$ cat config.mk
export PLATFORM = sky130hd
export DESIGN_NAME = fb_region_reader
export DESIGN_NICKNAME = d
export VERILOG_FILES = /design/src/rtl/fb_region_reader.sv
export SDC_FILE = /design/constraint.sdc
export NUM_CORES = 1
export LEC_CHECK = 0
export CORE_UTILIZATION = 40
export CTS_CLUSTER_DIAMETER = 40
export DETAILED_ROUTE_END_ITERATION = 10
export SLEW_MARGIN = 20
export SYNTH_ARGS = -nofsm -noshare
export SYNTH_HDL_FRONTEND = slang
export SYNTH_SLANG_ARGS = --single-unit
$ cat constraint.sdc
create_clock -name clk -period 3.4 [get_ports clk]
set_clock_uncertainty 0.2 [all_clocks]
set_input_delay 0.68 -clock clk [delete_from_list [all_inputs] [get_ports clk]]
set_output_delay 0.68 -clock clk [all_outputs]
set_load 0.005 [all_outputs]
$ cat src/rtl/fb_region_reader.sv
// Frame-buffer region reader: walks a screen-clipped rectangle in raster order,
// issues one-cycle-latency reads and streams pixels through a 2-entry valid/ready FIFO.
module fb_region_reader #(
    parameter int SCR_W = 160,
    parameter int SCR_H = 120
) (
    input  logic        clk,
    input  logic        reset_n,
    input  logic        start,
    input  logic [7:0]  x0,
    input  logic [6:0]  y0,
    input  logic [7:0]  w,
    input  logic [6:0]  h,
    output logic        rd_en,
    output logic [14:0] rd_addr,
    input  logic [2:0]  rd_data,
    output logic        pix_valid,
    input  logic        pix_ready,
    output logic [2:0]  pix_colour,
    output logic [7:0]  pix_x,
    output logic [6:0]  pix_y,
    output logic        pix_last,
    output logic        busy,
    output logic        done
);
    localparam logic [8:0]  SCR_W9  = 9'(SCR_W);
    localparam logic [7:0]  SCR_H8  = 8'(SCR_H);
    localparam logic [14:0] SCR_W15 = 15'(SCR_W);

    typedef enum logic [1:0] {IDLE, READ, DRAIN, FINISH} state_t;

    state_t          state_q, state_d;
    logic [7:0]      x_q, x_d, xs_q, xs_d;
    logic [6:0]      y_q, y_d;
    logic [8:0]      xe_q, xe_d;
    logic [7:0]      ye_q, ye_d;
    logic [14:0]     addr_q, addr_d, row_q, row_d;
    logic            rdv_q, rdv_d, rlast_q, rlast_d;
    logic [7:0]      rx_q, rx_d;
    logic [6:0]      ry_q, ry_d;
    logic [1:0][2:0] fcol_q, fcol_d;
    logic [1:0][7:0] fx_q, fx_d;
    logic [1:0][6:0] fy_q, fy_d;
    logic [1:0]      flast_q, flast_d;
    logic            wp_q, wp_d, rp_q, rp_d;
    logic [1:0]      cnt_q, cnt_d;
    logic            busy_q, busy_d, done_q, done_d;

    logic [8:0] x_sum, x_clip;
    logic [7:0] y_sum, y_clip;
    logic [2:0] committed;
    logic       empty, push, pop, issue, x_at_end, y_at_end;

    always_comb begin
        x_sum  = {1'b0, x0} + {1'b0, w};
        y_sum  = {1'b0, y0} + {1'b0, h};
        x_clip = (x_sum > SCR_W9) ? SCR_W9 : x_sum;
        y_clip = (y_sum > SCR_H8) ? SCR_H8 : y_sum;
        empty  = (w == 8'd0) || (h == 7'd0) || ({1'b0, x0} >= SCR_W9) || ({1'b0, y0} >= SCR_H8);

        push = rdv_q;
        pop  = (cnt_q != 2'd0) && pix_ready;
        // Entries that will still occupy the FIFO next cycle; a pop this cycle frees
        // its slot in time for a read issued now, which keeps 1 pixel/cycle.
        committed = {1'b0, cnt_q} + {2'b0, rdv_q} - {2'b0, pop};
        issue     = (state_q == READ) && (committed < 3'd2);
        x_at_end  = ({1'b0, x_q} + 9'd1) == xe_q;
        y_at_end  = ({1'b0, y_q} + 8'd1) == ye_q;

        state_d = state_q;
        x_d = x_q;  xs_d = xs_q;  y_d = y_q;  xe_d = xe_q;  ye_d = ye_q;
        addr_d = addr_q;  row_d = row_q;
        rdv_d = issue;  rlast_d = rlast_q;  rx_d = rx_q;  ry_d = ry_q;
        fcol_d = fcol_q;  fx_d = fx_q;  fy_d = fy_q;  flast_d = flast_q;
        wp_d = wp_q;  rp_d = rp_q;
        cnt_d = cnt_q + {1'b0, push} - {1'b0, pop};
        busy_d = busy_q;  done_d = 1'b0;

        case (state_q)
            IDLE: begin
                busy_d = 1'b0;
                if (start) begin
                    if (empty) begin
                        done_d = 1'b1;
                    end else begin
                        state_d = READ;
                        busy_d  = 1'b1;
                        x_d     = x0;
                        xs_d    = x0;
                        y_d     = y0;
                        xe_d    = x_clip;
                        ye_d    = y_clip;
                        addr_d  = 15'(y0) * SCR_W15 + 15'(x0);
                        row_d   = 15'(y0) * SCR_W15 + 15'(x0);
                    end
                end
            end
            READ: begin
                if (issue) begin
                    if (x_at_end && y_at_end) begin
                        state_d = DRAIN;
                    end else if (x_at_end) begin
                        x_d    = xs_q;
                        y_d    = y_q + 7'd1;
                        row_d  = row_q + SCR_W15;
                        addr_d = row_q + SCR_W15;
                    end else begin
                        x_d    = x_q + 8'd1;
                        addr_d = addr_q + 15'd1;
                    end
                end
            end
            DRAIN: begin
                if (pop && flast_q[rp_q]) begin
                    state_d = FINISH;
                    done_d  = 1'b1;
                end
            end
            default: begin
                state_d = IDLE;
                busy_d  = 1'b0;
            end
        endcase

        // Coordinates travel alongside the read so they meet rd_data one cycle later.
        if (issue) begin
            rx_d    = x_q;
            ry_d    = y_q;
            rlast_d = x_at_end && y_at_end;
        end
        if (push) begin
            fcol_d[wp_q]  = rd_data;
            fx_d[wp_q]    = rx_q;
            fy_d[wp_q]    = ry_q;
            flast_d[wp_q] = rlast_q;
            wp_d          = ~wp_q;
        end
        if (pop) begin
            rp_d = ~rp_q;
        end
    end

    always_ff @(posedge clk or negedge reset_n) begin
        if (!reset_n) begin
            state_q <= IDLE;
            x_q     <= '0;  xs_q <= '0;  y_q <= '0;  xe_q <= '0;  ye_q <= '0;
            addr_q  <= '0;  row_q <= '0;
            rdv_q   <= 1'b0;  rlast_q <= 1'b0;  rx_q <= '0;  ry_q <= '0;
            fcol_q  <= '0;  fx_q <= '0;  fy_q <= '0;  flast_q <= '0;
            wp_q    <= 1'b0;  rp_q <= 1'b0;  cnt_q <= '0;
            busy_q  <= 1'b0;  done_q <= 1'b0;
        end else begin
            state_q <= state_d;
            x_q     <= x_d;  xs_q <= xs_d;  y_q <= y_d;  xe_q <= xe_d;  ye_q <= ye_d;
            addr_q  <= addr_d;  row_q <= row_d;
            rdv_q   <= rdv_d;  rlast_q <= rlast_d;  rx_q <= rx_d;  ry_q <= ry_d;
            fcol_q  <= fcol_d;  fx_q <= fx_d;  fy_q <= fy_d;  flast_q <= flast_d;
            wp_q    <= wp_d;  rp_q <= rp_d;  cnt_q <= cnt_d;
            busy_q  <= busy_d;  done_q <= done_d;
        end
    end

    assign rd_en      = issue;
    assign rd_addr    = addr_q;
    assign pix_valid  = (cnt_q != 2'd0);
    assign pix_colour = fcol_q[rp_q];
    assign pix_x      = fx_q[rp_q];
    assign pix_y      = fy_q[rp_q];
    assign pix_last   = flast_q[rp_q];
    assign busy       = busy_q;
    assign done       = done_q;

endmodule
# Word-level counts from Yosys, hierarchy flattened
# Cells that the tools add are included.
# totals
n_memories	0
latch_bits	0
word_cells	135
rom_bits	0
ff_bits	133
ram_bits	0
# classes
mul	1
bitwise_logic	3
reduce_logical	18
mux	57
n_lt_le_gt_ge	8
n_shift	0
addsub	13
n_div	0
eq_ne	11
# ops
operator	n
two-way mux 15 bit	8
two-way mux 8 bit	9
case mux 15 bit (2 select lines)	2
two-way mux 7 bit	8
bitwise mux 16 bit	1
case mux 8 bit (2 select lines)	1
adder 15 x 1 -> 15 bit (second input constant)	1
adder 15 x 8 -> 15 bit	1
adder 15 x 8 -> 15 bit (second input constant)	1
bitwise mux 14 bit	1
case mux 7 bit (2 select lines)	1
!= test 2 bit (second input constant)	6
multiplier 7 x 3 -> 10 bit (second input constant)	1
two-way mux 2 bit	5
AND reduction 5 bit	2
adder 8 x 1 -> 9 bit (second input constant)	1
adder 8 x 8 -> 9 bit	1
equality test 9 bit	1
> comparator 9 x 8 -> 1 bit (second input constant)	1
two-way mux 3 bit	3
two-way mux 9 bit	1
adder 7 x 1 -> 8 bit (second input constant)	1
adder 7 x 7 -> 8 bit	1
adder 8 x 1 -> 8 bit (second input constant)	1
34 further kinds	52

# Longest topological paths before layout
# Gate-level depths: netlist (run 1).
# logic_depth
word_depth	7
mapped_depth	16
ltp_nobuf	13

# Worst setup path after synthesis (run 1)
# No wires, ideal clock.
# synth_path
path_type	register -> register
from	register cnt_q[1]
to	register row_q[8]
t_arrival_ns	3.137
period_less_slack_ns	3.477
setup_slack_ns	-0.077
stages_incl_launch_ff	14
t_required_ns	3.059
cell_sequence	dfrtp_1 -> or2_2 -> and2_1 -> clkbuf_1 -> ha_1 -> inv_1 -> ha_1 -> fa_1 -> a2111o_1 -> nor4_2 -> buf_2 -> a21oi_1 -> o21ai_0 -> o221ai_1
# synth_between
elab_chain_cells	7
word_cells_on_any_way	8
cone_classes	add/sub: 2; order compare: 1; eq/ne: 1; reduce/logical: 4
# synth_lines
item	line_no	text
start: declaration	46	logic [1:0] cnt_q, cnt_d;
start signal: assignment	158	wp_q <= wp_d; rp_q <= rp_d; cnt_q <= cnt_d;
nonzero test 2 bit	n/a	
net pix_valid	17	output logic pix_valid,
logical AND 1 bit	62	pop = (cnt_q != 2'd0) && pix_ready;
net pop	52	logic empty, push, pop, issue, x_at_end, y_at_end;
subtractor 3 x 1 -> 3 bit	65	committed = {1'b0, cnt_q} + {2'b0, rdv_q} - {2'b0, pop};
less-than comparator 3 x 2 -> 1 bit	66	issue = (state_q == READ) && (committed < 3'd2);
logical AND 1 bit	66	
!= test 2 bit (no source line)	n/a	
AND reduction 6 bit (no source line)	n/a	
end signal: assignment	155	addr_q <= addr_d; row_q <= row_d;
end: declaration	37	logic [14:0] addr_q, addr_d, row_q, row_d;
# The timed path passes the listed nets, and every way through them passes these cells.
# A chain may end at the register's enable or synchronous reset.

# Final worst setup path (run 1)
# layout_path
from	register cnt_q[0]
to	output port rd_en
# layout_between
elab_chain_cells	5
word_cells_on_any_way	6
cone_classes	add/sub: 2; order compare: 1; reduce/logical: 3
# layout_lines
item	line_no	text
branches (longest 2 deep; another with adder 2 x 1 -> 3 bit)	n/a	
subtractor 3 x 1 -> 3 bit (*)	65	
less-than comparator 3 x 2 -> 1 bit (*)	66	
logical AND 1 bit (*)	66	
end: declaration	14	output logic rd_en,
# Mark *: on every way between the ends.

==> results of run 1 <==
[layout by cell type (no fill, tap or decap), types with 5 or more instances in the layout]
master	count
dfrtp_1	133
buf_4	115
nand2_1	83
mux2_2	74
clkdlybuf4s50_1	71
nor2_1	45
o21ai_0	44
inv_1	36
ha_1	36
xnor2_1	34
a21oi_1	32
xor2_1	21
nand3_1	20
clkbuf_16	17
nor3_1	11
a31oi_1	10
a22o_1	10
and3_1	9
mux2i_1	9
nand4_1	8
a21o_1	8
o21a_1	7
a21oi_2	7
nand2b_1	6
a211oi_1	6
nor2b_1	6
o21ai_1	5
a22oi_1	5
a32o_1	5
buf_6	5
[final timing paths]
| kind | startpoint | to | slack [ns] | depth (start not counted) |
|---|---|---|---|---|
| worst max-delay path | cnt_q[0] | rd_en | -0.09 | 12 |
| worst min-delay path | reset_n | fx_q[11] | 0.05 | 1 |
| worst max register to register | cnt_q[0] | row_q[8] | -0.04 | 15 |
| worst min register to register | xs_q[3] | xs_q[3] | 0.27 | 2 |
| max in group asynchronous | reset_n | fy_q[1] | 2.25 | 2 |
| min in group clk | xs_q[3] | xs_q[3] | 0.27 | 2 |
[worst reg2reg max path: cells and delay by family, from the launching register on]
family,cells,cell delay [ns]
adders and majority gates,3,0.78
buffers and inverters,4,0.48
xor gates and xnor gates,1,0.16
and+or+nand+nor,3,0.68
AOI/OAI and AO/OA,4,0.65
DFF,1,0.38
[power groups by stage]
stage | Sequential, mW | Clock, mW | Combinational [mW]
after global routing | 3.01 | 1.76 | 5.26
final | 2.91 | 1.66 | 4.79
after CTS | 2.90 | 1.70 | 4.76
after floorplan | 2.74 | 0 | 2.88
after detailed placement | 2.92 | 0 | 4.41
after global placement | 2.90 | 0 | 4.35
[registers in the layout, summed over array words and instances, names as in the netlist]
signal and count:
fcol_q 6, y_q 7, ry_q 7, ye_q 8, xs_q 8, xe_q 9
fx_q 16, x_q 8, wp_q 1, fy_q 14, flast_q 2, row_q 15
rx_q 8, push 1, rd_addr 15, rlast_q 1, cnt_q 2, state_q 2
rp_q 1, busy 1, done 1
[per-layer routing]
layer	track usage	part of all wire
met1	0.280	0.49
met2	0.333	0.46
met3	0.0350	0.037
met4	0.0599	0.012
met5	0	0
[logic make-up after synthesis]
family                     Yosys count
xor gates and xnor gates            61
buffers and inverters               69
muxes                               83
adders and majority gates           43
DFF                                133
AOI/OAI and AO/OA                  177
and+or+nand+nor                    224
[synth_stat cells, types with 3 or more instances]
| master | number | share of area |
|---|---|---|
| a32o_1 | 5 | 0.0062 |
| o31ai_1 | 3 | 0.0028 |
| fa_1 | 5 | 0.012 |
| o21a_1 | 7 | 0.0066 |
| clkbuf_1 | 20 | 0.0094 |
| a211o_1 | 3 | 0.0033 |
| xnor2_1 | 35 | 0.038 |
| nor2b_1 | 7 | 0.0055 |
| mux2i_1 | 9 | 0.011 |
| a21oi_1 | 37 | 0.023 |
| xnor3_1 | 3 | 0.0084 |
| o22a_1 | 4 | 0.0044 |
| o21ai_0 | 48 | 0.030 |
| nand2b_1 | 6 | 0.0047 |
| o211ai_1 | 4 | 0.0037 |
| xor2_1 | 21 | 0.023 |
| or2_2 | 4 | 0.0031 |
| nand3_1 | 20 | 0.012 |
| ha_1 | 38 | 0.059 |
| a211oi_1 | 6 | 0.0056 |
| nor2_1 | 48 | 0.022 |
| and2_1 | 4 | 0.0031 |
| nand2_1 | 84 | 0.039 |
| dfrtp_1 | 133 | 0.41 |
| buf_2 | 7 | 0.0044 |
| inv_1 | 38 | 0.018 |
| nand4_1 | 8 | 0.0062 |
| a22oi_1 | 5 | 0.0047 |
| a221oi_1 | 3 | 0.0033 |
| and3_1 | 9 | 0.0070 |
| a22o_1 | 10 | 0.011 |
| a31oi_1 | 10 | 0.0078 |
| nor3_1 | 11 | 0.0069 |
| mux2_2 | 74 | 0.10 |
| a21o_1 | 8 | 0.0075 |
| nor4_1 | 4 | 0.0031 |
[repair_timing]
action                                 4_1_cts  5_1_grt
hold buffers                                 0        0
buffers inserted                            13        1
pin swaps                                   12        7
resized for setup                           29       10
endpoints found under the hold margin        0        0
setup endpoints to repair                   31       33
[layout make-up]
class | count | area (µm²)
Clock buffer | 21 | 440
Clock inverter | 9 | 82.6
Fill cell | 1786 | 9060
Inverter | 38 | 143
Multi-Input combinational cell | 588 | 4510
Sequential cell | 133 | 3330
Tap cell | 265 | 332
Timing Repair Buffer | 195 | 1690
==> key figures, run 1 <==
Run status
  • Status: finished with violations
  • Violated checks: setup timing

Timing
  • Count of pins over their slew limit: 0
  • Final setup fails: 5
  • Setup TNS Final: -0.186 ns
  • Final Worst Setup Slack: -0.0903 ns
  • Unrepaired setup endpoints after global routing: true
  • Worst-margin pin slew: 0.889 ns
  • Min Hold Slack: about 0.05 ns
  • Final worst path period share: 1.03
  • Min Tclk post-route: 3.49 ns
  • Slew margin rel.: 0.406
  • Max frequency: roughly 0.29 GHz
  • Final hold vios: 0

Pwr
  • Leakage: 4.76 nW
  • Switching Power: 3.44 mW
  • Comb power frac: 0.512
  • Maximum vdd drop: between 0.5 and 0.6 mV
  • Sw frac: 0.367
  • P_int: just under 6 mW
  • P per Cell Area: between 800 and 900 nW/µm²
  • Sequential share of power: 0.311
  • Power share of the clock group: 0.178
  • Pwr Total: 9.36 mW

Yosys
  • Synth Area in XOR/XNOR: 0.0755
  • Largest family of logic cells by synthesized area: compound AO/OA/AOI/OAI gates
  • Cell count after synthesis: 790
  • Unique cell type count in the Yosys netlist: 71
  • #FFs+latches synth: ~130
  • Mux contribution to synthesized area: 0.115
  • Fraction of the mapped netlist area in simple logic gates: 0.137
  • Synth Area in Adders: 0.0718
  • Ys Warns: 0
  • Syn Std Cell Area: 8020 µm²
  • Syn Area/Cell: approximately 10 µm²
  • Dominant synthesized flop cell: dfrtp_1
  • Synth Area in Compound Gates: 0.149
  • Register area share after synthesis: 0.415
  • Post-synth EDFFs: 0
  • Async S/R FF share, synth: 1.00
  • Syn_nets: 870

Worst setup path
  • Crit start category: register
  • Slowest library cell on the worst path: dfrtp_1
  • Worst path bufs/invs: 4
  • Worst path required time: 2.52 ns
  • Worst EP arrival: 2.61 ns
  • Crit Path Max Fanout: 2
  • CP Cell Sequence: or2_4 > and2_4 > ha_4 > inv_2 > ha_4 > fa_2 > xnor2_2 > nor2_2 > buf_4 > nand2_4 > inv_2 > buf_6
  • CP max stage delay: ~0.38 ns
  • Worst Setup Path Type: reg -> out
  • Crit path max-delay family: adder cells
  • Kind of end point of the critical path: output port

Die
  • Standard-cell rows: 51
  • Die outline width: 144 µm
  • Die height: roughly 140 µm
  • Core ar.: 19600 µm²
  • DIE AREA: between 20000 and 25000 µm²
  • Io pins: 75
  • Initial Util: 0.409

Drt
  • Iteration-0 DRC Markers: ~360
  • DR pass1 iterations: 5
  • Vias: 6435
  • Drt total wl: 19.9 mm
  • Vias per std cell: a little over 5
  • Antenna Nets Post-Route: 0
  • WL per Instance: 15.9 µm
  • Residual DRC count: 0

Clock network
  • Max clock buf depth: 2
  • TritonCTS Buffers: 17
  • H-tree Lvls: 4
  • Reg clk slew, reported paths: 0.06 ns
  • CTS sink count: between 100 and 150
  • Root Buffer: clkbuf_16
  • CTS tree: built
  • Worst-skew pair later-pin latency: 0.41 ns

Finish
  • Final core utilization: 0.537
  • # diodes: 0
  • Fin nets: about 1100
  • Fin area: 10500 µm²
  • Area delta synth->final: 31.2%
  • Non-filler cells, final: 1249
  • Fraction of layout cells with a size suffix above 1: 0.262

Placement
  • Placed instance count: 1208
  • Placer Congestion: approximately 0.81
  • Dpl hpwl: roughly 15 mm
  • Placed inst area: 9800 µm²
  • IO buf count: 74
  • Setup slack at placement: -0.572 ns

GRT
  • GRT Overall Usage: 0.205
  • Grt total ovfl: 0
  • First-pass GRT wire length: 32.5 mm
  • Vias in the first global route: 6324
  • Pin count of the biggest net entering global routing: 61
  • Initial antenna violation count: 0

Run
  • Max_cap viols: 0

Hold path
  • Worst Hold Class: in -> async
No activity file was read; power rests on OpenSTA's default activity.
==> inputs of run 2 (changes only) <==
--- a/config.mk
+++ b/config.mk
@@ -6,6 +6,7 @@
 export NUM_CORES = 1
 export LEC_CHECK = 0
 export CORE_UTILIZATION = 40
+export CTS_BUF_LIST = sky130_fd_sc_hd__clkbuf_4
 export CTS_CLUSTER_DIAMETER = 40
 export DETAILED_ROUTE_END_ITERATION = 10
 export SLEW_MARGIN = 20
==> run 2 against run 1 <==
The flow still finishes with violations (setup timing); critical path depth fell by 1; critical path type unchanged; critical endpoint unchanged; sequential share of layout area up 0.34 points; global-route usage fell by 0.068 points.
==> key figures, run 2 (synthesized netlist as in run 1, its figures left out) <==
Pwr
  • Maximum vdd drop: 0.491 mV (-13%)
  • Power share of the clock group: 0.108 (-0.070)
  • Comb power frac: 0.566 (+0.054)
  • Pwr Total: 8.92 mW (-4.7%)
  • Switching Power: 3.47 mW (+0.85%)
  • P_int: 5.45 mW (-8.0%)
  • Sw frac: 0.389 (+0.0215)
  • P per Cell Area: 856 nW/µm² (-3.7%)
  • Sequential share of power: 0.326 (+0.015)
  • Leakage: 4.69 nW (-1.3%)

Finish
  • Max reg flops: 16 (unchanged)
  • Fraction of layout cells with a size suffix above 1: 0.282 (+0.0202)
  • Non-filler cells, final: 1255 (+0.48%)
  • # fillers: 1797 (+0.62%)
  • Fin nets: 1057 (+0.38%)
  • Area delta synth->final: 29.8%
  • Multi-input gate area: 4600 µm² (+2.1%)
  • Register Area: 3330 µm² (unchanged)
  • Most common cell after layout, fill and taps aside: dfrtp_1
  • Most frequent cells in the layout: dfrtp_1, buf_4, nand2_1
  • Most flops, register: fx_q

Die
  • Initial Util: 0.409 (unchanged)
  • Die outline width: 144 µm (unchanged)
  • Die height: 144 µm (unchanged)
  • Io pins: 75 (unchanged)
  • Standard-cell rows: 51 (unchanged)
  • Core ar.: 19600 µm² (unchanged)
  • DIE AREA: 20600 µm² (unchanged)

Timing
  • Max frequency: 0.281 GHz (-1.9%)
  • Slew margin rel.: 0.403 (-0.00221)
  • Final hold vios: 0 (unchanged)
  • Final setup fails: 2 (-3)
  • Min Tclk post-route: 3.56 ns (+0.0686 ns)
  • Count of pins over their slew limit: 0 (unchanged)
  • Worst-margin pin slew: 0.893 ns (+0.00330 ns)
  • Unrepaired setup endpoints after global routing: true
  • Final worst path period share: 1.05 (+0.0202)
  • Final Worst Setup Slack: -0.159 ns (-0.0686 ns)

Worst setup path
  • Worst EP arrival: 2.68 ns (+0.07 ns)
  • Flop-to-flop setup slack: 0 ns (+0.04 ns)
  • Crit start category: register
  • R2R depth: 16 (+1)
  • Crit Path Max Fanout: 2 (unchanged)
  • Worst Setup Path Type: reg -> out
  • Reg2Reg Launch Point: cnt_q[0]
  • Worst path required time: 2.52 ns (about the same)
  • Kind of end point of the critical path: output port
  • Reg2reg end: rd_addr[1]

Run
  • Max_cap viols: 0 (unchanged)

Drt
  • WL per Instance: 15.9 µm (about the same)
  • Iteration-0 DRC Markers: 371 (+4.5%)
  • Vias: 6457 (+0.34%)
  • Vias per std cell: 5.15 (-0.14%)
  • Drt total wl: 20.0 mm (+0.53%)
  • Antenna Nets Post-Route: 0 (unchanged)
  • DR pass1 iterations: 5 (unchanged)
  • Residual DRC count: 0 (unchanged)

Clock network
  • Max clock buf depth: 2 (unchanged)
  • CTS tree: built
  • CTS sink count: 133 (unchanged)
  • TritonCTS Buffers: 17 (unchanged)
  • Reg clk slew, reported paths: 0.12 ns (+0.06 ns)
  • Root Buffer: clkbuf_4
  • H-tree Lvls: 4 (unchanged)
  • Worst-skew pair later-pin latency: 0.53 ns (+0.12 ns)

Hold path
  • Min-Delay Path Depth: 2
  • HP Start: xs_q[3]
  • WHS Endpoint: xs_q[3]
  • Worst Hold Class: reg -> reg

GRT
  • Pin count of the biggest net entering global routing: 61 (unchanged)
  • Vias in the first global route: 6311 (-0.21%)
  • Initial antenna violation count: 1 (+1)
  • First-pass GRT wire length: 32.4 mm (-0.38%)
  • Grt total ovfl: 0 (unchanged)
  • GRT Overall Usage: 0.204 (-0.000682)

Placement
  • Dpl hpwl: 14.5 mm (unchanged)
  • Placed instance count: 1208 (unchanged)
  • Placer Congestion: 0.807 (unchanged)
  • IO buf count: 74 (unchanged)

Run status
  • Status: finished with violations
  • Violated checks: setup timing
==> run 2: cell count changes in the layout (fill, tap and decap cells not counted), moves of 4 or more <==
cell	delta
clkbuf_4	+21
clkbuf_16	-17
o21ai_0	-10
o21ai_1	+8
nand2_1	-7
nand2_2	+7
buf_4	-6
buf_6	+6
clkbuf_1	-4
==> run 2: per-stage QoR <==
step	hold slack (ns)	area, µm²	setup TNS (ns)	utilization	setup slack, ns
6_report	0.285	10400	-0.164	0.532	-0.159
2_1_floorplan	0.184	8030	0	-	0.000288
4_1_cts	0.287	10200	-0.386	0.522	-0.258
3_5_place_dp	0.259	9800	-17.83	0.500	-0.572
5_1_grt	0.304	10400	-1.68	0.532	-0.298
3_3_place_gp	0.252	9800	-17.56	0.500	-0.549
==> run 2: worst max path at each step <==
| stage | from | cells past startpoint | endpoint |
|---|---|---|---|
| floorplan | cnt_q[1] | 13 | row_q[8] |
| global placement | pix_ready | 11 | rd_en |
| detailed placement | pix_ready | 11 | rd_en |
| CTS | cnt_q[0] | 11 | rd_en |
| global route | cnt_q[0] | 11 | rd_en |
| finish | cnt_q[0] | 11 | rd_en |
==> run 2: what timing repair did <==
action                                  in CTS  in global routing
pin swaps                                   20                 13
buffers inserted                            23                  4
endpoints found under the setup margin      32                 38
endpoints found under the hold margin       58                  0
gates resized for setup                     31                 49
hold buffers                                 1                  0
gates cloned                                 0                  2
==> run 2: critical path, stage by stage, from the launching register on <==
cell	delay [ns]
dfrtp_1	0.40
or2_4	0.26
and2_4	0.15
ha_4	0.25
inv_2	0.04
ha_4	0.15
fa_2	0.35
xnor2_2	0.16
nor2_2	0.13
nand2_2	0.08
inv_2	0.09
buf_6	0.09
==> run 2: layer usage <==
metal  GRT usage  wire (µm)
met5           0          0
met4      0.0515        186
met3      0.0380        632
met2       0.331       9310
met1       0.281       9840
==> run 2: layout make-up <==
| class | instances | area share |
|---|---|---|
| flip-flops and latches | 133 | 0.320 |
| well taps | 265 | 0.0318 |
| multi-input cells | 589 | 0.442 |
| diodes | 2 | 0.000481 |
| inverters | 38 | 0.0137 |
| repair buffers | 198 | 0.169 |
| clock inverters | 9 | 0.00793 |
| clock buffers | 21 | 0.0151 |
==> run 2: power groups by stage <==
stage                     registers [mW]  clock network (mW)  logic, mW
after global routing                3.01                1.06       5.52
after floorplan                     2.74                   0       2.88
after CTS                           2.89               0.991       4.76
final                               2.91               0.966       5.04
after global placement              2.90                   0       4.35
after detailed placement            2.92                   0       4.41
